===== config.mk =====
export PLATFORM = sky130hd
export DESIGN_NAME = mem_port_arbiter
export DESIGN_NICKNAME = d
export VERILOG_FILES = /design/src/rtl/mem_port_arbiter.sv
export SDC_FILE = /design/constraint.sdc
export NUM_CORES = 1
export LEC_CHECK = 0
export ABC_AREA = 1
export CAP_MARGIN = 15
export CELL_PAD_IN_SITES_DETAIL_PLACEMENT = 1
export CELL_PAD_IN_SITES_GLOBAL_PLACEMENT = 1
export CORE_MARGIN = 1.5
export CORE_UTILIZATION = 31
export CTS_CLUSTER_SIZE = 8
export DETAILED_ROUTE_END_ITERATION = 10
export GPL_ROUTABILITY_DRIVEN = 0
export HOLD_SLACK_MARGIN = 0.02
export PLACE_DENSITY_LB_ADDON = 0.1
export SYNTH_ARGS = -nofsm -noshare
export SYNTH_HDL_FRONTEND = slang
export SYNTH_SLANG_ARGS = --single-unit

===== constraint.sdc =====
create_clock -name clock -period 3 [get_ports clock]
set_clock_uncertainty 0.1 [all_clocks]
set_input_delay 0.3 -clock clock [delete_from_list [all_inputs] [get_ports clock]]
set_output_delay 0.3 -clock clock [all_outputs]
set_load 0.1 [all_outputs]

===== src/rtl/mem_port_arbiter.sv =====
// Two-master arbiter for a single fixed-latency memory port.
// Define FIXED_PRIO_EN to make master 0 win simultaneous requests; otherwise round-robin.
module mem_port_arbiter #(
    parameter int DATA_W  = 32,
    parameter int ADDR_W  = 32,
    parameter int MEM_LAT = 1
) (
    input  logic              clock,
    input  logic              reset,
    input  logic              m0_req,
    input  logic              m0_op,
    input  logic [ADDR_W-1:0] m0_addr,
    input  logic [DATA_W-1:0] m0_wdata,
    output logic [DATA_W-1:0] m0_rdata,
    output logic              m0_ack,
    input  logic              m1_req,
    input  logic              m1_op,
    input  logic [ADDR_W-1:0] m1_addr,
    input  logic [DATA_W-1:0] m1_wdata,
    output logic [DATA_W-1:0] m1_rdata,
    output logic              m1_ack,
    output logic              mem_enable,
    output logic              mem_op,
    output logic [ADDR_W-1:0] mem_addr,
    output logic [DATA_W-1:0] mem_wdata,
    input  logic [DATA_W-1:0] mem_rdata,
    output logic              busy,
    output logic              grant_id
);

    generate
        if (MEM_LAT < 1 || MEM_LAT > 15) begin : g_bad_lat
            $error("mem_port_arbiter: MEM_LAT must be within 1..15");
        end
    endgenerate

    localparam logic [3:0] LAT_M1 = 4'(MEM_LAT - 1);

    typedef enum logic [1:0] {IDLE, ACCESS, DONE} state_t;

    typedef struct packed {
        logic              op;
        logic [ADDR_W-1:0] addr;
        logic [DATA_W-1:0] wdata;
    } req_t;

    state_t     state;
    logic [3:0] cnt;
    logic       winner;
    req_t       win_req;

`ifdef FIXED_PRIO_EN
    assign winner = ~m0_req;
`else
    logic last_grant;
    // Simultaneous requests go to whichever master did not win last time.
    assign winner = (m0_req && m1_req) ? ~last_grant : m1_req;
`endif

    assign win_req = winner ? req_t'{m1_op, m1_addr, m1_wdata}
                            : req_t'{m0_op, m0_addr, m0_wdata};
    assign busy    = (state != IDLE);

    always_ff @(posedge clock or negedge reset) begin
        if (!reset) begin
            state      <= IDLE;
            cnt        <= '0;
            mem_enable <= 1'b0;
            mem_op     <= 1'b0;
            mem_addr   <= '0;
            mem_wdata  <= '0;
            grant_id   <= 1'b0;
            m0_rdata   <= '0;
            m1_rdata   <= '0;
            m0_ack     <= 1'b0;
            m1_ack     <= 1'b0;
`ifndef FIXED_PRIO_EN
            last_grant <= 1'b1;
`endif
        end else begin
            case (state)
                IDLE: begin
                    if (m0_req || m1_req) begin
                        mem_op     <= win_req.op;
                        mem_addr   <= win_req.addr;
                        mem_wdata  <= win_req.wdata;
                        mem_enable <= 1'b1;
                        grant_id   <= winner;
                        cnt        <= LAT_M1;
`ifndef FIXED_PRIO_EN
                        last_grant <= winner;
`endif
                        state      <= ACCESS;
                    end
                end
                ACCESS: begin
                    if (cnt == 4'd0) begin
                        mem_enable <= 1'b0;
                        if (!mem_op) begin
                            if (grant_id) m1_rdata <= mem_rdata;
                            else          m0_rdata <= mem_rdata;
                        end
                        if (grant_id) m1_ack <= 1'b1;
                        else          m0_ack <= 1'b1;
                        state <= DONE;
                    end else begin
                        cnt <= cnt - 4'd1;
                    end
                end
                DONE: begin
                    m0_ack <= 1'b0;
                    m1_ack <= 1'b0;
                    state  <= IDLE;
                end
                default: state <= IDLE;
            endcase
        end
    end

endmodule

==> Implementation_results.wiki <==
{| class="wikitable"
! Metric !! Value
|-
| Run status || completed
|-
| Number of synthesis warnings || 0
|-
| Core Box Area || 0.0193 mm2
|-
| Setup Buffers After CTS || 0
|-
| Relative slew slack || 0.429
|-
| Gate count after technology mapping || 652
|-
| Final routed wire length divided by cell count || 16.7 um
|-
| Die Y-Extent || 143 um
|-
| Finished Cell Area || 0.00946 mm2
|-
| Slew at the pin with the worst max-slew slack || 856 ps
|-
| Worst-path fanout max || 64
|-
| Cell type with the highest occurrence count on the critical path || sky130_fd_sc_hd__nand2_1
|-
| Clk slew on worst S/H paths || 60 ps
|-
| Critical path capture point type || flip-flop
|-
| Hold Violations, Final || 0
|-
| Number of buffers and inverters on the critical path || 1
|-
| Post-cts sizing count || 0
|-
| First DRT Iteration DRCs || 173
|-
| Clk Latency, worst-skew pair || 410 ps
|-
| Inserted Clock Buffers || 17
|-
| Max cap viols || 0
|-
| Part of the cycle the worst path needs || 0.706
|-
| Master cell of the clock root buffer || sky130_fd_sc_hd__clkbuf_16
|-
| Post-place instance area || 0.00887 mm2
|-
| Fraction of final layout cells sized beyond drive strength 1 || 0.247
|-
| Category of the most critical setup path || flip-flop to flip-flop
|-
| Number of antenna violations at the first check in global routing || 0
|-
| Total Die Area || 0.0205 mm2
|-
| Net total in the final layout || 1,104
|-
| Setup Total Neg Slack || 0 ps
|-
| Maximum number of pins on one net before global-route repair || 83
|-
| Count of fill cells added during filler insertion || 2,235
|-
| IO buf count || 299
|-
| Vias post-DR || 5,604
|-
| Maximum clock path buffer count || 2
|-
| Router iterations before antenna repair || 4
|-
| Remaining design rule violation count || 0
|-
| Sequential cell area in the final layout || 0.00350 mm2
|-
| Critical Path Start Type || flip-flop
|-
| Worst Path Arrival || 2290 ps
|-
| Global-route wire length before repair || 31,400 um
|-
| CTS Hold Buffers Added || 1
|-
| Row Count || 51
|-
| Area used by multi-input combinational logic || 0.00214 mm2
|-
| Class of the tightest hold or removal check || input pin to flip-flop
|-
| DIE WIDTH || 143 um
|-
| Final Setup Violations || 0
|-
| Total I/O pin count || 300
|-
| Worst hold-check slack || 365 ps
|-
| Detail Route Antenna Nets || 0
|-
| Clock H-tree levels || 4
|-
| Layout overhead on the synthesized area || 55.6%
|-
| Utilization after layout || 0.489
|-
| Nets in the synthesized netlist || 820
|-
| Cell-by-cell trace of the critical path || inv_1 -> ha_1 -> nand2_1 -> nor2_4 -> nand2_4 -> nand2_1 -> o21ai_2
|-
| Seq cells post-synth || 140
|-
| Setup repair after global routing missed its margin || false
|-
| Routed WL || 20,300 um
|-
| Starting Density || 0.315
|-
| Global-route usage over all layers || 0.200
|-
| Largest incremental delay on the critical path || 440 ps
|-
| Worst Path Required || 3170 ps
|-
| CTS tree || built
|-
| Final count of pins violating max slew || 0
|-
| Number of global-route vias before repair || 6,060
|-
| Number of distinct standard cells referenced by the synthesized netlist || 23
|-
| Sequential area share after synthesis || 0.576
|-
| Number of sinks on the clock net || 140
|-
| DP Wirelength || 14,700 um
|-
| Mean instance size in the synthesized netlist || 9.33 um2
|-
| Final min period || 2120 ps
|-
| Top achievable clock speed || 472 MHz
|-
| Synth Cell Area || 0.00608 mm2
|-
| Family with the most delay on the worst path || simple AND/OR/NAND/NOR gates
|-
| Slowest CP cell || sky130_fd_sc_hd__nand2_4
|-
| Total gr overflow || 0
|-
| Detailed-route vias per instance || 4.61
|}
final timing paths:
path,from,end,slack [ps],depth (start not counted)
min in group asynchronous,reset,m1_rdata[1]$_DFFE_PN0P_,390,2
max in group asynchronous,reset,last_grant$_DFFE_PN1P_,1570,3
max,cnt[0]$_DFFE_PN0P_,m1_rdata[16]$_DFFE_PN0P_,880,7
max reg2reg,cnt[0]$_DFFE_PN0P_,m1_rdata[16]$_DFFE_PN0P_,880,7
min,mem_rdata[15],m1_rdata[15]$_DFFE_PN0P_,370,3
min reg2reg,last_grant$_DFFE_PN1P_,last_grant$_DFFE_PN1P_,370,2
layout make-up:
cell class | count | share of cell area
clock inverters | 13 | 0.0145
repair buffers | 305 | 0.290
flip-flops and latches | 140 | 0.370
diodes | 1 | 0.000265
multi-input cells | 429 | 0.226
well taps | 265 | 0.0350
clock buffers | 19 | 0.0468
inverters | 43 | 0.0171
per-layer routing:
layer | up-vias | wire length (um) | GRT usage
li1 | 2686 | - | -
met1 | 2682 | 7950 | 0.227
met2 | 207 | 9790 | 0.331
met3 | 29 | 2010 | 0.0825
met4 | 0 | 522 | 0.0874
met5 | - | 0 | 0
sequential cells by signal (all words and copies together) (netlist names):
name and flops:
cnt 4, grant_id 1, last_grant 1, m0_ack 1, m0_rdata 32, m1_ack 1
m1_rdata 32, mem_addr 32, mem_enable 1, mem_op 1, mem_wdata 32, state 2
synthesized netlist by cell type, drive strengths merged:
library cell / n / share of area
a21oi: 1 / 0.00082
nand4: 1 / 0.0010
inv: 43 / 0.027
o21ai: 199 / 0.20
buf: 31 / 0.042
dfrtp: 139 / 0.57
dfstp: 1 / 0.0043
xor2: 1 / 0.0014
nand3: 3 / 0.0025
clkbuf: 9 / 0.0058
ha: 2 / 0.0041
o22ai: 2 / 0.0021
nor2: 75 / 0.048
nand2: 145 / 0.092
cell usage in the layout, fill, tap and decap left out, types with 4 or more instances in the layout:
cell type                         synthesis  layout
sky130_fd_sc_hd__clkdlybuf4s50_1          0     164
sky130_fd_sc_hd__nand2_1                143     142
sky130_fd_sc_hd__dfrtp_1                139     139
sky130_fd_sc_hd__buf_4                    2     136
sky130_fd_sc_hd__o21ai_1                132     132
sky130_fd_sc_hd__nor2_1                  73      73
sky130_fd_sc_hd__o21ai_2                 55      54
sky130_fd_sc_hd__inv_1                   41      41
sky130_fd_sc_hd__clkbuf_16                0      17
sky130_fd_sc_hd__o21ai_0                 12      12
sky130_fd_sc_hd__clkinv_2                 0       4
sky130_fd_sc_hd__inv_6                    0       4
per-stage QoR:
step,instances,setup slack [ps]
floorplan,652,1090
global placement,1181,782
detailed placement,1181,747
CTS,1214,837
global route,1214,676
finish,1215,881
worst min-delay path: cells and delay by family:
family          cells  cell delay (ps)
compound gates      1               70
buf+inv             2              460
kinds of logic after synthesis:
group           synth area share
fa+ha+maj                0.00411
buf+inv                   0.0741
flops                      0.576
compound gates             0.201
simple gates               0.143
xor+xnor                 0.00144
Power is not shown: default switching activity piles up to over one toggle a cycle in this logic, so the estimate is an artifact.
